$ cat src/rtl/acc8_stream_pkg.sv
// Shared definitions for the acc8_stream packet accumulator.
// Holds the controller state encoding and the default counter width.
package acc8_stream_pkg;

  localparam int CNT_W_DEF = 4;

  typedef enum logic [1:0] {
    ST_IDLE = 2'd0,
    ST_ACC  = 2'd1,
    ST_HOLD = 2'd2
  } acc_state_e;

endpackage

$ cat src/rtl/acc8_stream_bit8_adder.sv
// Existing 8-bit ripple-carry adder: y = a + b, c = carry-out.
// Kept as a plain chain of full adders so timing matches the legacy block.
module bit8_adder (
  input  logic [7:0] a,
  input  logic [7:0] b,
  output logic [7:0] y,
  output logic       c
);

  logic [8:0] carry;

  assign carry[0] = 1'b0;

  for (genvar i = 0; i < 8; i++) begin : g_fa
    assign y[i]       = a[i] ^ b[i] ^ carry[i];
    assign carry[i+1] = (a[i] & b[i]) | (carry[i] & (a[i] ^ b[i]));
  end

  assign c = carry[8];

endmodule

$ cat src/rtl/acc8_stream.sv
// Stream accumulator: sums a packet of 8-bit operands through bit8_adder,
// counts carry-outs, and holds the total on out_* until the consumer takes it.
//
//   state   | meaning
//   --------+-------------------------------------------
//   IDLE    | no operand of the current packet accepted
//   ACC     | at least one operand accepted, no last yet
//   HOLD    | result presented, waiting for out_ready
module acc8_stream
  import acc8_stream_pkg::*;
#(
  parameter int CNT_W = CNT_W_DEF
) (
  input  logic             clk,
  input  logic             rst,
  input  logic             in_valid,
  output logic             in_ready,
  input  logic [7:0]       in_data,
  input  logic             in_last,
  output logic             out_valid,
  input  logic             out_ready,
  output logic [7:0]       out_sum,
  output logic [CNT_W-1:0] out_carry_cnt,
  output logic [CNT_W-1:0] out_nops,
  output logic             out_ovf
);

  acc_state_e       state_q, state_d;
  logic [7:0]       acc_q, acc_d;
  logic [CNT_W-1:0] carry_cnt_q, carry_cnt_d;
  logic [CNT_W-1:0] nops_q, nops_d;
  logic             ovf_q, ovf_d;
  logic             in_ready_q, in_ready_d;

  logic [7:0]       add_y;
  logic             add_c;
  logic             accept;

  bit8_adder u_adder (
    .a (acc_q),
    .b (in_data),
    .y (add_y),
    .c (add_c)
  );

  assign accept = in_valid & in_ready_q;

  always_comb begin
    state_d     = state_q;
    acc_d       = acc_q;
    carry_cnt_d = carry_cnt_q;
    nops_d      = nops_q;
    ovf_d       = ovf_q;

    case (state_q)
      ST_IDLE, ST_ACC: begin
        if (accept) begin
          acc_d = add_y;
          if (add_c) begin
            // Once the carry counter is full, further carries only flag overflow.
            if (carry_cnt_q == '1) begin
              ovf_d = 1'b1;
            end else begin
              carry_cnt_d = carry_cnt_q + CNT_W'(1);
            end
          end
          if (nops_q != '1) begin
            nops_d = nops_q + CNT_W'(1);
          end
          state_d = in_last ? ST_HOLD : ST_ACC;
        end
      end
      ST_HOLD: begin
        if (out_ready) begin
          state_d     = ST_IDLE;
          acc_d       = 8'h00;
          carry_cnt_d = '0;
          nops_d      = '0;
          ovf_d       = 1'b0;
        end
      end
      default: begin
        state_d = ST_IDLE;
      end
    endcase

    // Registered so in_ready never has a combinational path from out_ready.
    in_ready_d = (state_d != ST_HOLD);
  end

  always_ff @(posedge clk) begin
    if (rst) begin
      state_q     <= ST_IDLE;
      acc_q       <= 8'h00;
      carry_cnt_q <= '0;
      nops_q      <= '0;
      ovf_q       <= 1'b0;
      in_ready_q  <= 1'b0;
    end else begin
      state_q     <= state_d;
      acc_q       <= acc_d;
      carry_cnt_q <= carry_cnt_d;
      nops_q      <= nops_d;
      ovf_q       <= ovf_d;
      in_ready_q  <= in_ready_d;
    end
  end

  assign in_ready      = in_ready_q;
  assign out_valid     = (state_q == ST_HOLD);
  assign out_sum       = acc_q;
  assign out_carry_cnt = carry_cnt_q;
  assign out_nops      = nops_q;
  assign out_ovf       = ovf_q;

endmodule

$ cat config.mk
export PLATFORM = sky130hd
export DESIGN_NAME = acc8_stream
export DESIGN_NICKNAME = d
export VERILOG_FILES = /design/src/rtl/acc8_stream_pkg.sv /design/src/rtl/acc8_stream_bit8_adder.sv /design/src/rtl/acc8_stream.sv
export SDC_FILE = /design/constraint.sdc
export NUM_CORES = 1
export LEC_CHECK = 0
export CAP_MARGIN = 30
export CORE_MARGIN = 3
export CORE_UTILIZATION = 53
export CTS_BUF_LIST = sky130_fd_sc_hd__clkbuf_8
export DETAILED_ROUTE_END_ITERATION = 7
export PLACE_DENSITY = 0.89
export SLEW_MARGIN = 10
export SYNTH_ARGS = -nofsm -noshare
export SYNTH_HDL_FRONTEND = slang
export SYNTH_HIERARCHICAL = 1
export SYNTH_SLANG_ARGS = --single-unit
$ cat constraint.sdc
create_clock -name clk -period 11.9 [get_ports clk]
set_input_delay 2.38 -clock clk [delete_from_list [all_inputs] [get_ports clk]]
set_output_delay 2.38 -clock clk [all_outputs]
set_load 0.01 [all_outputs]
After elaboration in Yosys (flattened, before gate mapping) --
Index checks and enable logic that the tools add are counted. Widths: inputs -> output; s select.
Cells by class: add/sub/neg operators 2, multiply operators 0, divide/modulo/power cells 0, $lt $le $gt $ge 0, eq/ne operators 11, shift-type cells 0, muxes and demuxes 20, bitwise logic cells 38, reductions and logical operators 7
Operators by type and width (count):
- $mux 4 | 6
- $and 1x1->1 | 16
- $mux 8 | 2
- $pmux 4 s2 | 2
- $pmux 8 s2 | 1
- $xor 1x1->1 | 15
- $ne 2x2->1 const B | 6
- $reduce_and 5->1 | 2
- $add 4x1->4 const B | 2
- $or 1x1->1 | 7
- $mux 2 | 3
- $eq 4x4->1 const B | 1
- $mux 1 | 4
- $ne 4x4->1 const B | 1
- $pmux 2 s2 | 1
- $reduce_and 4->1 | 1
- $reduce_and 3->1 | 1
- $eq 2x1->1 const B | 1
- $eq 2x2->1 const B | 1
- $logic_not 2->1 | 1
- $ne 2x1->1 const B | 1
- $pmux 1 s2 | 1
- $reduce_bool 2->1 | 1
- $reduce_or 2->1 | 1
Storage, ports and cells: register bits 20, latch bits 0, bits in writable memories 0, memory bits (read-only) 0, output and inout bits 19, logic and storage cells 84, memories kept 0

Logic depth before layout (Yosys ltp) --
Gate-level depths: netlist of the first run.
depth after elaboration 18, mapped depth 15, gate-level depth less buffers 15

By module --
The synthesis of the first run kept the hierarchy.
By module, submodules not included:
- acc8_stream | times used 1, cells an instance 106, area an instance 983.4 µm², sequential area each 400.4 µm²
- bit8_adder | times used 1, cells an instance 18, area an instance 190.2 µm², sequential area each 0.0 µm²

Worst setup path after synthesis of the first run --
Ideal clock, no wire load.
path kind input-to-reg, from input in_data[0], to register carry_cnt_q[0] (netlist: out_carry_cnt[0]), library setup time 0.121 ns, arrival time 5.355 ns, data required time 11.779 ns, slack 6.424 ns, stages 15, path through ha_1 -> inv_1 -> fa_1 -> inv_1 -> fa_1 -> fa_1 -> fa_1 -> fa_1 -> fa_1 -> inv_1 -> fa_1 -> inv_1 -> nand4b_4 -> a2bb2oi_2 -> mux2_2
Between the ends: longest elaborated chain between the ends 17
RTL lines:
- start, declared | line acc8_stream.sv:18 | input logic [7:0] in_data,
- $and 1x1->1 (2 in a row) | line acc8_stream_bit8_adder.sv:16 | assign carry[i+1] = (a[i] & b[i]) | (carry[i] & (a[i] ^ b[i]));
- $or 1x1->1 | line acc8_stream_bit8_adder.sv:16
- $and 1x1->1 | line acc8_stream_bit8_adder.sv:16
- $or 1x1->1 | line acc8_stream_bit8_adder.sv:16
- $and 1x1->1 | line acc8_stream_bit8_adder.sv:16
- $or 1x1->1 | line acc8_stream_bit8_adder.sv:16
- $and 1x1->1 | line acc8_stream_bit8_adder.sv:16
- $or 1x1->1 | line acc8_stream_bit8_adder.sv:16
- $and 1x1->1 | line acc8_stream_bit8_adder.sv:16
- $or 1x1->1 | line acc8_stream_bit8_adder.sv:16
- $and 1x1->1 | line acc8_stream_bit8_adder.sv:16
- $or 1x1->1 | line acc8_stream_bit8_adder.sv:16
- $and 1x1->1 | line acc8_stream_bit8_adder.sv:16
- $or 1x1->1 | line acc8_stream_bit8_adder.sv:16
- net add_c | line acc8_stream.sv:36 | logic add_c;
- $ne 2x2->1 (no source line)
- $reduce_and 5->1 (no source line)
- end signal, assigned | line acc8_stream.sv:102 | carry_cnt_q <= carry_cnt_d;
- end, declared | line acc8_stream.sv:30 | logic [CNT_W-1:0] carry_cnt_q, carry_cnt_d;
The timed path passes the listed nets, and every way through them passes these cells. A chain may end at the register's enable or synchronous reset.

Worst setup path in the final report of the first run --
Same ends and word-level chain as after synthesis.

==> impl_metrics.tcl, run 1 <==
set metrics [dict create \
    outcome "completed" \
    clk_latency_ps 260 \
    ys.flop_type "dfxtp_1" \
    finClkSkew_ps 1.015 \
    internal-power_w 0.0001172 \
    slowest_delay_ps 400 \
    cts_tree "yes" \
    crit_chain "clkdlybuf4s50_1 > ha_1 > inv_1 > fa_1 > inv_1 > fa_1 > fa_1 > fa_1 > fa_1 > fa_1 > inv_1 > fa_1 > inv_1 > nand4b_4 > a2bb2oi_2 > mux2_2" \
    cts-root-buf "clkbuf_8" \
    die_w_um 53.06 \
    htreeDepth 1 \
    cp_max_fo 5 \
    grt_util_all_layers 0.2089 \
    synth.distinct_cells 42 \
    synth_top_area_share 0.3412 \
    area.growth.synth_to_final_pct 30.70 \
    finalNetCount 177 \
    clk_pin_slew_ps 70 \
    num_vias 1010 \
    rows 16 \
    ir_worst_vdd_uv 83.62 \
    async_flop_share 0 \
    grt_max_degree 25 \
    clock.fmax_ghz 0.1723 \
    drv_slew 0 \
    antenna_found_initial 0 \
    crit_type "primary input to register" \
    first_iter_violations 17 \
    gp_congestion 0.8361 \
    period_share 0.4877 \
    synth_area_um2 1174 \
    synth.avg_cell_area_um2 9.465 \
    yosys_warnings 6 \
    netSwitchingFraction 0.2611 \
    die_y_um 53.06 \
    grt_overflow 0 \
    grt_pass1_vias 1008 \
    clk_path_buf_depth 2 \
    synth_nets 147 \
    drtPass1Iterations 4 \
    portBuffers 31 \
    cp.required_ps 12050 \
    wl_per_cell_um 14.52 \
    routed_via_density 5.611 \
    place_ws_ps 5818 \
    initial_core_util 0.5804 \
    cp_slowest_cell "clkdlybuf4s50_1" \
    p_comb_frac 0.199 \
    setup_ws_ps 6097 \
    cts_inserted_buffers 3 \
    post-route-drc-count 0 \
    synth_commonest_cells "dfxtp_1 (20), a21oi_1 (14), inv_1 (13), nand3_1 (13), nand2_1 (10)" \
    postCtsSetupRepairBufs 0 \
    syn_inst 124 \
    ctsHoldBuffers 0 \
    grt_pass1_wl_mm 4.271 \
    timing_hold_violations_final 0 \
    core_um2 2022 \
    synth-edff-count 0 \
    p_leak_nw 0.6138 \
    die-area_um2 2815 \
    netSwitchingPower_w 0.00004139 \
    synth_area_leaders "dfxtp_1 (34%), fa_1 (12%), a21oi_1 (6.0%)" \
    slew_headroom 0.4587 \
    cts_resized 0 \
    yosysTopAreaCell "dfxtp_1" \
    ys_ff_latch 20 \
    arrival_ps 5950 \
    seq_area_frac_synth 0.3412 \
    cap_violations 0 \
    finalSetupViolCount 0 \
    ios 32 \
    cp_common_cell "fa_1" \
    power_frac_clock 0.325 \
    rsz0062_at_grt "false" \
    p_per_area_nw_per_um2 103.4 \
    clock_sinks 20 \
    finalSetupTns_ps 0 \
    finalCriticalPeriod_ps 5803 \
    min_path_type "register to register" \
    antenna_left 0 \
    cp_top_family "adder cells" \
    drt_wl_total_mm 2.613 \
    dp_hpwl_mm 1.972 \
    synth.most_common_cell "dfxtp_1" \
    seqPwrFrac 0.476 \
    cp-end-kind "register" \
    final_layout_size_suffix_gt1_frac 0.09804 \
    startpoint_type "primary input" \
    antenna_cells 0 \
    max_slew.worst_pin.slew_ps 809.5 \
    critPathBufInv 5 \
]
-- kinds of logic (layout without fill, tap and decap cells) --
| group | count (synthesis) | after routing | share of synthesized area |
|---|---|---|---|
| AO/OA/AOI/OAI | 27 | 27 | 0.1610 |
| AND/OR/NAND/NOR | 43 | 43 | 0.2324 |
| flip-flops | 20 | 20 | 0.3411 |
| adder cells (fa/ha/maj) | 10 | 10 | 0.1514 |
| multiplexers | 4 | 4 | 0.03625 |
| buffers and inverters | 20 | 49 | 0.07781 |
-- metal layers --
metal,track usage,part of all wire
met5,0,0
met4,0.07234,0.0050
met3,0.05634,0.070
met2,0.3822,0.51
met1,0.2282,0.41
-- cell usage in the layout (no fill, tap or decap), types with 2 or more instances in the layout --
cell	count
nand2_1	10
nand2b_1	2
clkdlybuf4s50_1	31
clkbuf_8	4
a21oi_1	14
dfxtp_1	20
fa_1	7
inv_1	13
o21a_1	2
nand3_1	13
and2_1	2
nor2b_1	2
or4_1	2
ha_1	3
nor3_1	3
mux2i_1	2
-- worst paths after layout --
kind | from | end | slack, ps | depth (start not counted)
worst max register to register | out_sum[0]$_SDFFE_PP0P_ | out_carry_cnt[0]$_SDFFE_PP0P_ | 8280 | 15
worst min register to register | out_ovf$_SDFFE_PP0P_ | out_ovf$_SDFFE_PP0P_ | 490 | 1
worst min-delay path | out_ovf$_SDFFE_PP0P_ | out_ovf$_SDFFE_PP0P_ | 490 | 1
worst max-delay path | in_data[0] | out_carry_cnt[0]$_SDFFE_PP0P_ | 6100 | 16
-- flip-flops by register name, indices dropped and copies added (netlist names) --
| register | cells |
|---|---|
| in_ready | 1 |
| out_carry_cnt | 4 |
| out_nops | 4 |
| out_ovf | 1 |
| out_sum | 8 |
| state_q | 2 |
-- stage by stage --
step	utilization	hold slack, ps	instance area [µm²]	total power (W)	std cells
after detailed placement	0.7314	475.7	1479	0.0001085	176
after global placement	0.7314	452.7	1479	0.0001069	176
after floorplan	-	504.3	1174	0.00009362	124
after CTS	0.7587	498.1	1534	0.0001604	180
final	0.7587	494.2	1534	0.0001585	180
after global routing	0.7587	522.8	1534	0.0001676	180
-- power by group through the flow --
stage	Combinational, W	Clock (W)	Sequential (W)
global placement	0.0000303	0	0.0000766
CTS	0.0000319	0.0000532	0.0000753
finish	0.0000316	0.0000515	0.0000754
detailed placement	0.0000317	0	0.0000768
floorplan	0.0000162	0	0.0000774
global route	0.0000352	0.0000564	0.0000760
-- cell type report --
class                   count  area [µm²]
clock buffers               4       55.05
fillers                   132       488.0
inverters                  14       52.55
multi-input cells          84       681.9
flip-flops and latches     20       400.4
well taps                  27       33.78
repair buffers             31       310.3
(Power assumes the default switching activity.)
==> inputs of run 2 (changes only) <==
--- a/config.mk
+++ b/config.mk
@@ -7,10 +7,10 @@
 export LEC_CHECK = 0
 export CAP_MARGIN = 30
 export CORE_MARGIN = 3
-export CORE_UTILIZATION = 53
+export CORE_UTILIZATION = 44
 export CTS_BUF_LIST = sky130_fd_sc_hd__clkbuf_8
 export DETAILED_ROUTE_END_ITERATION = 7
-export PLACE_DENSITY = 0.89
+export PLACE_DENSITY = 0.79
 export SLEW_MARGIN = 10
 export SYNTH_ARGS = -nofsm -noshare
 export SYNTH_HDL_FRONTEND = slang
==> constraint.sdc (replaced) <==
create_clock -name clk -period 4.95 [get_ports clk]
set_input_delay 0.99 -clock clk [delete_from_list [all_inputs] [get_ports clk]]
set_output_delay 0.99 -clock clk [all_outputs]
set_load 0.01 [all_outputs]
==> run 2 against run 1 <==
Against the previous run:
- wire length down 2.8%
- clock-buffer cell count did not move
- critical endpoint unchanged
- critical path depth did not move
- final area is 0.24% higher
==> impl_metrics.tcl, run 2 (synthesis results as in run 1) <==
set metrics [dict create \
    drt_wl_total_mm 2.540 \
    initial_core_util 0.4695 \
    finalPower_w 0.0003820 \
    drv_slew 0 \
    startpoint_type "primary input" \
    largest_register_ff_count 8 \
    wl_per_cell_um 13.88 \
    arrival_ps 4580 \
    cts-root-buf "clkbuf_8" \
    first_iter_violations 27 \
    postCtsSetupRepairBufs 0 \
    rows 18 \
    wl_met3_um 181 \
    ir_worst_vdd_uv 163.4 \
    nFillCells 209 \
    area.growth.synth_to_final_pct 31.02 \
    cp_max_fo 5 \
    ios 32 \
    clock.fmax_ghz 0.2261 \
    outcome "completed" \
    grt_util_all_layers 0.1762 \
    clock_sinks 20 \
    ctsHoldBuffers 0 \
    grt_pass1_vias 1041 \
    cts_resized 0 \
    finalSetupTns_ps 0 \
    die_w_um 57.65 \
    grt_overflow 0 \
    mostFrequentLayoutCell "clkdlybuf4s50_1" \
    gp_congestion 0.8340 \
    finalCriticalPeriod_ps 4423 \
    p_leak_nw 0.6138 \
    crit_type "primary input to register" \
    dp_hpwl_mm 1.935 \
    cp.required_ps 5100 \
    setup_ws_ps 527.3 \
    highest_layer "met4" \
    slowest_delay_ps 420 \
    portBuffers 31 \
    clk_pin_slew_ps 70 \
    cp_slowest_cell "clkdlybuf4s50_1" \
    min_path_type "register to register" \
    drtPass1Iterations 4 \
    num_vias 1002 \
    finClkSkew_ps 2.110 \
    routed-wl-met2_mm 1.231 \
    cts_tree "yes" \
    max_slew.worst_pin.slew_ps 804.0 \
    clk_latency_ps 260 \
    cts_inserted_buffers 3 \
    antenna_found_initial 0 \
    slew_headroom 0.4623 \
    antenna_cells 0 \
    clk_path_buf_depth 2 \
    period_share 0.8935 \
    cp_common_cell "fa_1" \
    finalSetupViolCount 0 \
    grt_pass1_wl_mm 4.609 \
    htreeDepth 1 \
    die-area_um2 3323 \
    die_y_um 57.65 \
    cap_violations 0 \
    routed_via_density 5.475 \
    p_per_area_nw_per_um2 248.4 \
    cp-end-kind "register" \
    drt-met1-wl_mm 1.079 \
    timing_hold_violations_final 0 \
    post-route-drc-count 0 \
    rsz0062_at_grt "false" \
    crit_chain "clkdlybuf4s50_1 > ha_1 > inv_1 > fa_1 > inv_1 > fa_1 > fa_1 > fa_1 > fa_1 > fa_1 > inv_1 > fa_1 > inv_1 > nand4b_4 > a2bb2oi_2 > mux2_2" \
    hold_ws_ps 471.4 \
    place_ws_ps 246.2 \
    antenna_left 0 \
    finalNetCount 177 \
    final_layout_size_suffix_gt1_frac 0.09804 \
    layout_common_cells "clkdlybuf4s50_1 (31), dfxtp_1 (20), a21oi_1 (14)" \
    grt_max_degree 25 \
    core_um2 2500 \
]
## run 2: cell counts in the layout (fill, tap and decap cells not counted)
Identical to the previous run, type by type.
## run 2: per-layer routing
layer,track usage,vias up
met3,0.03341,5
met4,0.07947,0
met2,0.2968,39
met5,0,-
met1,0.2180,468
li1,-,490
## run 2: layout make-up
class                      count  area [µm²]  area share
tap                           30       37.54     0.02441
sequential                    20       400.4      0.2604
timing repair buffer          31       310.3      0.2018
inverter                      14       52.55     0.03417
clock buffer                   4       55.05     0.03580
multi-input combinational     84       681.9      0.4435
## run 2: final timing paths
kind,start,cells after the start,endpoint,slack [ps]
worst min register to register,out_ovf$_SDFFE_PP0P_,1,out_ovf$_SDFFE_PP0P_,470
worst min-delay path,out_ovf$_SDFFE_PP0P_,1,out_ovf$_SDFFE_PP0P_,470
worst max-delay path,in_data[0],16,out_carry_cnt[0]$_SDFFE_PP0P_,530
worst max register to register,out_sum[0]$_SDFFE_PP0P_,15,out_carry_cnt[0]$_SDFFE_PP0P_,1340
## run 2: metrics by stage
| step | area [µm²] | instances | util |
|---|---|---|---|
| floorplan | 1174 | 124 | - |
| global placement | 1483 | 179 | 0.5931 |
| detailed placement | 1483 | 179 | 0.5931 |
| CTS | 1538 | 183 | 0.6151 |
| global route | 1538 | 183 | 0.6151 |
| finish | 1538 | 183 | 0.6151 |
## run 2: power by group
part	total [W]	switching (W)	internal, W
clock network	0.000126	0.0000551	0.0000709
logic	0.0000752	0.0000341	0.0000410
registers	0.000181	0.0000110	0.000170
total	0.000382	0.000100	0.000282
## run 2: worst max-delay path: cells and delay by family
family | cells | cell delay (ps)
adder cells (fa/ha/maj) | 8 | 2410
buffers and inverters | 5 | 660
multiplexers | 1 | 290
AND/OR/NAND/NOR | 1 | 110
AO/OA/AOI/OAI | 1 | 100
